File: src/rtl/dds_sweep_ctrl.sv
// Timed linear frequency sweep sequencer feeding the DDS core step port (one-shot/repeat/triangle).
// Optional crossing marker output is enabled with `define DDS_SWEEP_MARKER_EN.
module dds_sweep_ctrl #(
    parameter int unsigned STEP_W  = 32,
    parameter int unsigned DWELL_W = 24
) (
    input  logic               clk,
    input  logic               reset,
    input  logic               start,
    input  logic               abort,
    input  logic [1:0]         mode,
    input  logic [STEP_W-1:0]  idle_step,
    input  logic [STEP_W-1:0]  start_step,
    input  logic [STEP_W-1:0]  stop_step,
    input  logic [STEP_W-1:0]  delta,
    input  logic [DWELL_W-1:0] dwell,
`ifdef DDS_SWEEP_MARKER_EN
    input  logic [STEP_W-1:0]  marker_step,
    output logic               marker,
`endif
    output logic [STEP_W-1:0]  step_out,
    output logic               busy,
    output logic               done,
    output logic               wrap
);

    typedef enum logic [0:0] {StIdle, StRun} state_e;

    state_e             state_q, state_d;
    logic [STEP_W-1:0]  step_q, step_d;
    logic [STEP_W-1:0]  start_q, start_d, stop_q, stop_d, delta_q, delta_d;
    logic [DWELL_W-1:0] dwell_q, dwell_d, cnt_q, cnt_d;
    logic [1:0]         mode_q, mode_d;
    logic               dir_q, dir_d, rev_q, rev_d, last_q, last_d;
    logic               done_q, done_d, wrap_q, wrap_d;
    logic               accept;
    logic [STEP_W-1:0]  target, back_target;

    // Returns {hit_endpoint, next_point}; clamps on overshoot or wraparound of the STEP_W range.
    function automatic logic [STEP_W:0] advance(input logic [STEP_W-1:0] cur,
                                                input logic              up,
                                                input logic [STEP_W-1:0] tgt,
                                                input logic [STEP_W-1:0] dlt);
        logic [STEP_W:0] nxt;
        logic            clamp;
        if (up) begin
            nxt   = {1'b0, cur} + {1'b0, dlt};
            clamp = nxt[STEP_W] || (nxt[STEP_W-1:0] >= tgt);
        end else begin
            nxt   = {1'b0, cur} - {1'b0, dlt};
            clamp = nxt[STEP_W] || (nxt[STEP_W-1:0] <= tgt);
        end
        return clamp ? {1'b1, tgt} : {1'b0, nxt[STEP_W-1:0]};
    endfunction

    assign accept      = (state_q == StIdle) && start && !abort && (delta != '0);
    assign target      = rev_q ? start_q : stop_q;
    assign back_target = rev_q ? stop_q : start_q;

    always_comb begin
        state_d = state_q;
        step_d  = step_q;
        start_d = start_q;
        stop_d  = stop_q;
        delta_d = delta_q;
        dwell_d = dwell_q;
        mode_d  = mode_q;
        cnt_d   = cnt_q;
        dir_d   = dir_q;
        rev_d   = rev_q;
        last_d  = last_q;
        done_d  = 1'b0;
        wrap_d  = 1'b0;

        unique case (state_q)
            StIdle: begin
                step_d = idle_step;
                if (accept) begin
                    state_d = StRun;
                    start_d = start_step;
                    stop_d  = stop_step;
                    delta_d = delta;
                    dwell_d = dwell;
                    mode_d  = mode;
                    step_d  = start_step;
                    cnt_d   = dwell;
                    dir_d   = (start_step <= stop_step);
                    rev_d   = 1'b0;
                    last_d  = (start_step == stop_step);
                end
            end
            StRun: begin
                if (abort) begin
                    state_d = StIdle;
                    step_d  = idle_step;
                    last_d  = 1'b0;
                end else if (cnt_q != '0) begin
                    cnt_d = cnt_q - 1'b1;
                end else begin
                    cnt_d = dwell_q;
                    if (!last_q) begin
                        {last_d, step_d} = advance(step_q, dir_q, target, delta_q);
                    end else begin
                        case (mode_q)
                            2'd1: begin
                                step_d = start_q;
                                wrap_d = 1'b1;
                                last_d = (start_q == stop_q);
                            end
                            2'd2: begin
                                // Turn around and step one delta back toward the opposite end.
                                dir_d  = !dir_q;
                                rev_d  = !rev_q;
                                wrap_d = 1'b1;
                                {last_d, step_d} = advance(step_q, !dir_q, back_target, delta_q);
                            end
                            default: begin
                                state_d = StIdle;
                                step_d  = idle_step;
                                done_d  = 1'b1;
                                last_d  = 1'b0;
                            end
                        endcase
                    end
                end
            end
            default: state_d = StIdle;
        endcase
    end

    always_ff @(posedge clk) begin
        if (reset) begin
            state_q <= StIdle;
            step_q  <= '0;
            start_q <= '0;
            stop_q  <= '0;
            delta_q <= '0;
            dwell_q <= '0;
            mode_q  <= '0;
            cnt_q   <= '0;
            dir_q   <= 1'b1;
            rev_q   <= 1'b0;
            last_q  <= 1'b0;
            done_q  <= 1'b0;
            wrap_q  <= 1'b0;
        end else begin
            state_q <= state_d;
            step_q  <= step_d;
            start_q <= start_d;
            stop_q  <= stop_d;
            delta_q <= delta_d;
            dwell_q <= dwell_d;
            mode_q  <= mode_d;
            cnt_q   <= cnt_d;
            dir_q   <= dir_d;
            rev_q   <= rev_d;
            last_q  <= last_d;
            done_q  <= done_d;
            wrap_q  <= wrap_d;
        end
    end

    assign step_out = step_q;
    assign busy     = (state_q == StRun);
    assign done     = done_q;
    assign wrap     = wrap_q;

`ifdef DDS_SWEEP_MARKER_EN
    logic [STEP_W-1:0] mk_q, mk_d;
    logic              armed_q, armed_d, marker_q, marker_d;
    logic              arm_eff, hit, run_d;

    // Armed once per pass; fires on the first point at or beyond the marker in the travel direction.
    always_comb begin
        mk_d     = accept ? marker_step : mk_q;
        arm_eff  = armed_q || accept || wrap_d;
        hit      = dir_d ? (step_d >= mk_d) : (step_d <= mk_d);
        run_d    = (state_d == StRun);
        marker_d = run_d && arm_eff && hit;
        armed_d  = run_d && arm_eff && !hit;
    end

    always_ff @(posedge clk) begin
        if (reset) begin
            mk_q     <= '0;
            armed_q  <= 1'b0;
            marker_q <= 1'b0;
        end else begin
            mk_q     <= mk_d;
            armed_q  <= armed_d;
            marker_q <= marker_d;
        end
    end

    assign marker = marker_q;
`endif

endmodule
File: config.mk
export PLATFORM = sky130hd
export DESIGN_NAME = dds_sweep_ctrl
export DESIGN_NICKNAME = d
export VERILOG_FILES = /design/src/rtl/dds_sweep_ctrl.sv
export SDC_FILE = /design/constraint.sdc
export NUM_CORES = 1
export LEC_CHECK = 0
export CORE_MARGIN = 5
export CORE_UTILIZATION = 64
export CTS_BUF_LIST = sky130_fd_sc_hd__clkbuf_16
export CTS_CLUSTER_DIAMETER = 30
export CTS_CLUSTER_SIZE = 24
export DETAILED_ROUTE_END_ITERATION = 12
export PLACE_DENSITY = 0.95
export SLEW_MARGIN = 20
export SYNTH_ARGS = -nofsm -noshare
export SYNTH_HDL_FRONTEND = slang
export SYNTH_SLANG_ARGS = --single-unit
File: constraint.sdc
create_clock -name clk -period 9.8 [get_ports clk]
set_input_delay 1.47 -clock clk [delete_from_list [all_inputs] [get_ports clk]]
set_output_delay 1.47 -clock clk [all_outputs]
set_load 0.05 [all_outputs]
# Yosys cells after proc, flatten, opt, wreduce, memory -nomap -nowiden
# Index checks and enable logic that the tools add are counted.
[totals]
output_inout_bits = 35
ff_bits = 184
elab_cells = 103
[op_classes]
bitwise_logic = 2
muxes = 52
addsub = 3
order_cmp = 5
n_reduce_logical = 18
eq_ne = 10
[ops]
columns = ["cell", "count"]
rows = [
  ["$mux W32", 8],
  ["$pmux W32 S2", 2],
  ["$le A32 B32 Y1", 3],
  ["$mux W24", 3],
  ["$mux W33", 2],
  ["$eq A32 B32 Y1", 2],
  ["$ge A32 B32 Y1", 2],
  ["$pmux W24 S2", 1],
  ["$add A32 B32 Y33", 1],
  ["$sub A32 B32 Y33", 1],
  ["$reduce_bool A32 Y1", 1],
  ["$mux W1", 31],
  ["$reduce_bool A24 Y1", 1],
  ["$sub A24 B1 Y24 const B", 1],
  ["$pmux W1 S2", 5],
  ["$ne A2 B2 Y1 const B", 3],
  ["$reduce_and A2 Y1", 3],
  ["$reduce_and A5 Y1", 1],
  ["$reduce_or A5 Y1", 1],
  ["$logic_or A1 B1 Y1", 4],
  ["$ne A2 B1 Y1 const B", 2],
  ["$logic_and A1 B1 Y1", 3],
  ["$logic_not A1 Y1", 3],
  ["$ne A3 B3 Y1 const B", 1],
  ["4 further kinds", 5],
]

# Logic depth before layout (Yosys ltp)
# Gate-level depths: netlist of run 1.
[logic_depth]
depth_word = 15
mapped_depth = 26
depth_no_buf = 24

# Least setup slack after synthesis of run 1
# No wires, ideal clock.
[synth_timing]
path_kind = "reg2reg"
start = "reg step_q[1] (netlist: step_out[1])"
end = "reg step_q[7] (netlist: step_out[7])"
arrival_ns = 5.281
setup_time_ns = 0.080
synth_period_minus_slack_ns = 5.360
path_slack_ns = 4.440
stages_incl_launch_ff = 23
path_buffers = 1
path_cell_list = "dfxtp_1 > ha_1 > nor2b_1 > o31a_1 > o31ai_1 > a211oi_1 > o21a_1 > a221o_1 > a31oi_1 > xnor2_1 > ha_1 > a2111oi_0 > o21ai_0 > a221oi_1 > nand2_1 > nor2_1 > a22oi_1 > o211ai_1 > nand2b_1 > buf_2 > mux2_2 > a221o_1 > a211oi_2"
[synth_via]
elab_chain_cells = 15
elab_cells_between_ends = 30
cone_classes = "add/sub: 2; order compare: 4; mux: 20; reduce/logical: 4"
[synth_rtl]
columns = ["item", "line", "rtl"]
rows = [
  ["from (decl)", "30", "logic [STEP_W-1:0] step_q, step_d;"],
  ["from (signal assigned)", "148", "step_q <= step_d;"],
  ["$add A32 B32 Y33 or $sub A32 B32 Y33 (tied branches)", "47, 50", ""],
  ["$ge A32 B32 Y1 or $le A32 B32 Y1 (tied branches)", "48, 51", ""],
  ["$logic_or A1 B1 Y1 (on tied branches)", "48, 51", ""],
  ["$mux W1", "46", "if (up) begin"],
  ["$mux W1", "104", "case (mode_q)"],
  ["$mux W1", "101", "if (!last_q) begin"],
  ["$mux W1", "97", "end else if (cnt_q != '0) begin"],
  ["$mux W1", "93", "if (abort) begin"],
  ["$mux W1", "75", "unique case (state_q)"],
  ["$mux W33", "53", "return clamp ? {1'b1, tgt} : {1'b0, nxt[STEP_W-1:0]};"],
  ["$pmux W32 S2", "104", ""],
  ["$mux W32 *", "101", ""],
  ["$mux W32 *", "97", ""],
  ["$mux W32 *", "93", ""],
  ["$pmux W32 S2 *", "75", ""],
]
# Mark *: on every way between the ends. The rest lies on a longest branch, timed or not. The select of a mux whose other input is x is not followed.
# A chain may end at the register's enable or synchronous reset.

# Worst setup path after layout of run 1
[layout_timing]
start = "reg delta_q[8]"
end = "reg step_q[7] (netlist: step_out[7])"
[layout_via]
elab_chain_cells = 15
elab_cells_between_ends = 28
cone_classes = "add/sub: 2; order compare: 4; mux: 18; reduce/logical: 4"
[layout_rtl]
columns = ["item", "line", "rtl"]
rows = [
  ["from (decl)", "31", "logic [STEP_W-1:0] start_q, start_d, stop_q, stop_d, delta_q, delta_d;"],
  ["from (signal assigned)", "151", "delta_q <= delta_d;"],
  ["$add A32 B32 Y33 or $sub A32 B32 Y33 (tied branches)", "47, 50", ""],
  ["$ge A32 B32 Y1 or $le A32 B32 Y1 (tied branches)", "48, 51", ""],
  ["$logic_or A1 B1 Y1 (on tied branches)", "48, 51", ""],
  ["$mux W1", "46", ""],
  ["$mux W1", "104", ""],
  ["$mux W1", "101", ""],
  ["$mux W1", "97", ""],
  ["$mux W1", "93", ""],
  ["$mux W1", "75", ""],
  ["$mux W33", "53", ""],
  ["$pmux W32 S2", "104", ""],
  ["$mux W32 *", "101", ""],
  ["$mux W32 *", "97", ""],
  ["$mux W32 *", "93", ""],
  ["$pmux W32 S2 *", "75", ""],
]
# Marks and branches as above.

==> results of run 1 <==
==> stage by stage <==
| step | instance area (sq um) | instances | hold slack, ps | worst slack, ps | power, mW |
|---|---|---|---|---|---|
| 2_1_floorplan | 18740 | 2565 | 436.5 | 4440 | 2.156 |
| 3_3_place_gp | 20730 | 3015 | 441.9 | 2582 | 2.694 |
| 3_5_place_dp | 20730 | 3015 | 449.8 | 2420 | 2.722 |
| 4_1_cts | 21290 | 3046 | 460.4 | 2397 | 3.424 |
| 5_1_grt | 21310 | 3049 | 480.6 | 1932 | 3.670 |
| 6_report | 21320 | 3050 | 460.0 | 2175 | 3.506 |
==> how the worst max path moves through the flow <==
stage                                          end  slack [ps]  depth (start not counted)
final                     step_out[7]$_SDFFE_PP0P_        2170                         21
after global placement    step_out[7]$_SDFFE_PP0P_        2580                         20
after global routing      step_out[7]$_SDFFE_PP0P_        1930                         21
after floorplan           step_out[7]$_SDFFE_PP0P_        4440                         22
after detailed placement  step_out[7]$_SDFFE_PP0P_        2420                         20
after CTS                 step_out[7]$_SDFFE_PP0P_        2400                         20
==> per-layer routing <==
metal  vias up  share of wire
met3       378           0.11
met4         2          0.070
met1      9760           0.38
li1       9389              -
met5         -        0.00015
met2      1580           0.44
==> placed cells by master, fill, tap and decap left out, drive strengths merged, types with 26 or more instances in the layout <==
master,count
ha,223
clkdlybuf4s50,191
nand4,41
nand2b,26
o21ai,95
buf,27
nor4,29
xnor2,102
mux2i,128
nor2,225
nor3,42
a211oi,68
nand3,37
dfxtp,184
a21oi,311
inv,135
a21o,45
nand2,383
==> Yosys cell counts (13+ instances only) <==
| cell type | instances | area, sq um |
|---|---|---|
| nand2_1 | 383 | 1438 |
| a21oi_1 | 310 | 1551 |
| nor2_1 | 225 | 844.6 |
| ha_1 | 223 | 2790 |
| dfxtp_1 | 184 | 3684 |
| mux2i_1 | 128 | 1281 |
| inv_1 | 125 | 469.2 |
| clkbuf_1 | 103 | 386.6 |
| xnor2_1 | 101 | 884.6 |
| o21ai_0 | 92 | 460.4 |
| a211oi_1 | 65 | 488.0 |
| a21o_1 | 45 | 337.8 |
| nor3_1 | 42 | 210.2 |
| nand4_1 | 41 | 256.5 |
| nand3_1 | 37 | 185.2 |
| nor4_1 | 29 | 181.4 |
| nand2b_1 | 26 | 162.7 |
| o211ai_1 | 25 | 187.7 |
| xor2_1 | 25 | 219.0 |
| a31oi_1 | 24 | 150.1 |
| o21bai_1 | 24 | 180.2 |
| nor2b_1 | 23 | 143.9 |
| a221oi_1 | 22 | 192.7 |
| buf_1 | 20 | 75.07 |
| buf_2 | 20 | 100.1 |
| o21a_1 | 16 | 120.1 |
| o31ai_1 | 15 | 112.6 |
| o221ai_1 | 14 | 122.6 |
| or3_1 | 13 | 81.33 |
==> state kept, by name (all words and copies together) (netlist names), 2 cells and up <==
name / cells
delta_q: 32
dwell_q: 24
mode_q: 2
stop_q: 32
step_out: 32
cnt_q: 24
start_q: 32
==> power by group through the flow <==
stage	sequential, mW	combinational [mW]	clock (mW)
after CTS	0.861	1.87	0.698
after detailed placement	0.878	1.84	0
after global placement	0.874	1.82	0
final	0.864	1.94	0.705
after global routing	0.870	2.06	0.736
after floorplan	0.912	1.24	0
==> worst max-delay path: stages (launching register included) <==
cell       delay [ps]
dfxtp_1           380
inv_1              60
ha_1              500
nor2_1             90
a2111oi_1         710
nor3b_1           260
a21oi_1           230
a211oi_1          780
o31ai_1           200
xnor2_1           370
ha_1              330
a21o_1            160
a211o_1           280
o211ai_1           90
a21oi_1            80
or3_1             340
a21oi_1           780
nand2b_1          470
buf_4             490
mux2_2            390
a221o_1           300
a211oi_2          200
==> area by class of cell <==
class	instances	area (sq um)	area share
Multi-Input combinational cell	2101	13980	0.6557
Sequential cell	184	3690	0.1731
Timing Repair Buffer	218	2118	0.09938
Inverter	129	484.2	0.02272
Tap cell	384	480.5	0.02254
Clock buffer	17	425.4	0.01996
Clock inverter	14	132.6	0.006222
Antenna cell	3	7.507	0.0003522
==> logic make-up after synthesis <==
kind of cell,synth area share
simple gates,0.2037
compound gates,0.2535
buf+inv,0.05949
fa+ha+maj,0.1510
flops,0.1966
mux,0.07598
xor+xnor,0.05976
==> flow_summary.yaml, run 1 <==
critical_path:
  cp-startpoint: "delta_q[8]$_SDFFE_PP0P_"
  rrSetupSlack_ps: 2170
  arrival_ps: 8020
  reg2reg_from: "delta_q[8]$_SDFFE_PP0P_"
  cp_max_fo: 26
  reg2regPathDepth: 21
  timing.rr.end: "step_out[7]$_SDFFE_PP0P_"
  crit_type: "flop to flop"
  end_kind: "flop"
  required_ps: 10190
  start_kind: "flop"
global_routing:
  use_met2: 0.6704
  grt_use_met3: 0.09572
  grt_max_degree: 102
  grt_overflow: 0
  busiest_layer: "met2"
  antenna_found_initial: 3
  use_met1: 0.5403
  grt_pass1_vias: 19930
  grt_pass1_wl_um: 112300
  grtUsageTotal: 0.4287
timing:
  tns_ps: 0
  slew_violations: 0
  worstMarginPinSlew_ps: 1191
  max_slew_margin: 0.2057
  fin_crit_sh: 0.7781
  hold_violations: 0
  finalSetupViolations: 0
  fin_skew_ps: 18.24
  fmax_mhz: 131.1
  rsz0062_at_grt: "no"
  layout_min_cycle_time_ps: 7625
worst_hold_path:
  min_to: "dwell_q[7]$_SDFFE_PP0P_"
  hold-path-cell-count: 2
  hp-class: "flop to flop"
  worstHoldStart: "dwell_q[7]$_SDFFE_PP0P_"
die:
  num_io_pins: 193
  die_area_sq_um: 32800
  rows: 62
  initial_core_util: 0.6511
  core_area_sq_um: 28780
  die-height_um: 181.1
  fp.dieW_um: 181.1
logic_synthesis:
  synthesis.area_sq_um: 18740
  synth_cell_type_count: 82
  yosysWarnings: 0
  ys.flop_type: "dfxtp_1"
  synth_area_per_cell_sq_um: 7.306
  synthCells: 2565
  async_flop_share: 0
  syn_nets: 2948
  ys_ff_latch: 184
  seq_area_frac_synth: 0.1966
  synth_edf_count: 0
final_layout:
  area_delta_synth_final_pct: 13.75
  fin_util: 0.7406
  layout.nets: 3034
  drive_gt1_frac: 0.03755
  n_fill_cell: 2223
clock_tree:
  cts_tree: "done"
  cts.repair.resized: 0
  clkLatencyLatePin_ps: 470
  cts_sinks: 184
  clock-root-buffer: "clkbuf_16"
  clockBufferDepth: 2
  ctsHoldBuffers: 0
  clk_pin_slew_worst_paths_ps: 80
  htreeDepth: 4
  cts_buffers: 17
  post_cts_buffers: 0
power_and_ir_drop:
  p_comb_frac: 0.553
  p_leak_nw: 8.524
  clockPowerShare: 0.201
  powerDensity_nw_per_um2: 164.5
  p_seq_frac: 0.246
  ir_drop_mv: 0.1456
  internal_power_mw: 1.868
  switchingPower_mw: 1.637
  swShare: 0.4670
drt:
  wl_per_cell_um: 24.36
  ant_nets: 0
  dr.pass1.iters: 7
  via_per_inst: 6.921
  drt-initial-drc-count: 2966
  drcViolationCount: 0
  routed-via-count: 21110
  routed_wl_um: 74300
run:
  drv_cap: 0
run_status:
  status: "finished clean"
place:
  hpwl_um: 55980
  place_congestion: 1.091
  port-buffer-count: 192
No activity file was read; power rests on OpenSTA's default activity.
==> run 2, diff against run 1 <==
- CORE_UTILIZATION: 64 -> 59
- PLACE_DENSITY: 0.95 -> 0.93
- clock period: 9.8 -> 7.7 ns (I/O delays scaled with it)
==> flow_summary.yaml, run 2 (synthesis gave the netlist of run 1 again) <==
timing:
  finalSetupViolations: 0
  tns_ps: 0
  fin_skew_ps: 12.18
  slew_violations: 0
  worstMarginPinSlew_ps: 1274
  fmax_mhz: 141.1
  max_slew_margin: 0.1509
  layout_min_cycle_time_ps: 7089
  setup_slack_ps: 611.5
  hold_violations: 0
  fin_crit_sh: 0.9206
  rsz0062_at_grt: "no"
clock_tree:
  clock-root-buffer: "clkbuf_16"
  cts_sinks: 184
  cts_buffers: 17
  htreeDepth: 4
  cts.repair.resized: 0
  clkLatencyLatePin_ps: 470
  clk_pin_slew_worst_paths_ps: 90
  ctsHoldBuffers: 0
  cts_tree: "done"
  clockBufferDepth: 2
  post_cts_buffers: 0
drt:
  ant_nets: 0
  drcViolationCount: 0
  routed-via-count: 20740
  routed_wl_um: 74860
  drt-initial-drc-count: 2670
  wl_per_cell_um: 24.42
  via_per_inst: 6.765
  dr.pass1.iters: 6
critical_path:
  slowest_stage: "nor4_1"
  arrival_ps: 7470
  required_ps: 8080
  end_kind: "flop"
  start_kind: "flop"
  rrSetupSlack_ps: 610
  crit_type: "flop to flop"
  path_cells: "ha_1, nor4_1, a211oi_1, a21oi_1, a211oi_1, o31ai_1, xnor2_1, ha_1, a21o_1, a211o_1, o211ai_1, a21oi_1, or3_1, a21oi_1, buf_4, nand2b_1, buf_4, mux2i_1, o221ai_1, a211oi_1"
  cpPeakStageDelay_ps: 910
  cp_max_fo: 16
place:
  port-buffer-count: 192
  place_congestion: 1.014
  placed_area_sq_um: 20740
  hpwl_um: 57050
  dp_slack_ps: 967.9
power_and_ir_drop:
  powerDensity_nw_per_um2: 213.2
  ir_drop_mv: 0.1940
  p_leak_nw: 8.553
final_layout:
  mostFrequentLayoutCells: "nand2_1, a21oi_1, nor2_1"
  area_delta_synth_final_pct: 14.16
  drive_gt1_frac: 0.03606
  fin_util: 0.6797
  mostFrequentLayoutCell: "nand2_1"
  layout.nets: 3032
  final_area_sq_um: 21390
die:
  num_io_pins: 193
  die-height_um: 188.2
  fp.dieW_um: 188.2
  core_area_sq_um: 31470
  rows: 65
  die_area_sq_um: 35420
  initial_core_util: 0.5954
global_routing:
  grt_overflow: 0
  grtUsageTotal: 0.4049
  antenna_found_initial: 1
  grt_max_degree: 88
  grt_pass1_vias: 19760
  grt_pass1_wl_um: 112900
run:
  drv_cap: 0
run_status:
  status: "finished clean"
worst_hold_path:
  hp-class: "flop to flop"
## run 2: cell types whose count changed in the layout (fill, tap and decap cells not counted), moves of 2 or more
cell        previous run  this run
clkinv_8               1         5
bufinv_16              0         2
diode_2                3         1
buf_4                 26        24
inv_8                  5         3
inv_6                  3         1
clkinvlp_4             4         0
clkinv_4               0         3
## run 2: report_power, final
group	switching, mW	internal (mW)
registers	0.0997	1.01
clock network	0.500	0.506
logic	1.51	0.933
total	2.11	2.45
## run 2: through the flow
step	cells	hold WS [ps]	power [mW]
after floorplan	2565	436.5	2.744
after global placement	3032	441.8	3.466
after detailed placement	3032	447.8	3.487
after CTS	3064	460.1	4.488
after global routing	3064	473.5	4.793
final	3065	457.5	4.561
## run 2: final timing paths
check | from | end | depth (start not counted)
worst max register to register | step_out[13]$_SDFFE_PP0P_ | step_out[4]$_SDFFE_PP0P_ | 20
worst min register to register | dwell_q[20]$_SDFFE_PP0P_ | dwell_q[20]$_SDFFE_PP0P_ | 2
worst max-delay path | step_out[13]$_SDFFE_PP0P_ | step_out[4]$_SDFFE_PP0P_ | 20
worst min-delay path | dwell_q[20]$_SDFFE_PP0P_ | dwell_q[20]$_SDFFE_PP0P_ | 2
## run 2: final cells by class
cell class                      instances  area (sq um)
Clock buffer                           17         425.4
Multi-Input combinational cell       2101         13960
Antenna cell                            1         2.502
Tap cell                              402         503.0
Clock inverter                         15         226.5
Sequential cell                       184          3690
Inverter                              129         484.2
Timing Repair Buffer                  216          2103
Fill cell                            2629         10080
## run 2: critical path, delay by kind of cell, from the launching register on
| kind | cells | cell delay (ps) |
|---|---|---|
| AOI/OAI and AO/OA | 11 | 2700 |
| xor gates and xnor gates | 1 | 260 |
| adders and majority gates | 2 | 730 |
| buffers and inverters | 2 | 630 |
| DFF | 1 | 450 |
| muxes | 1 | 240 |
| and+or+nand+nor | 3 | 1990 |
## run 2: per-layer routing
metal	part of all wire	routed length, um	global-route usage
met1	0.36	27140	0.4680
met2	0.46	34510	0.6794
met3	0.094	7015	0.08299
met4	0.081	6094	0.2654
met5	0.0014	102	0
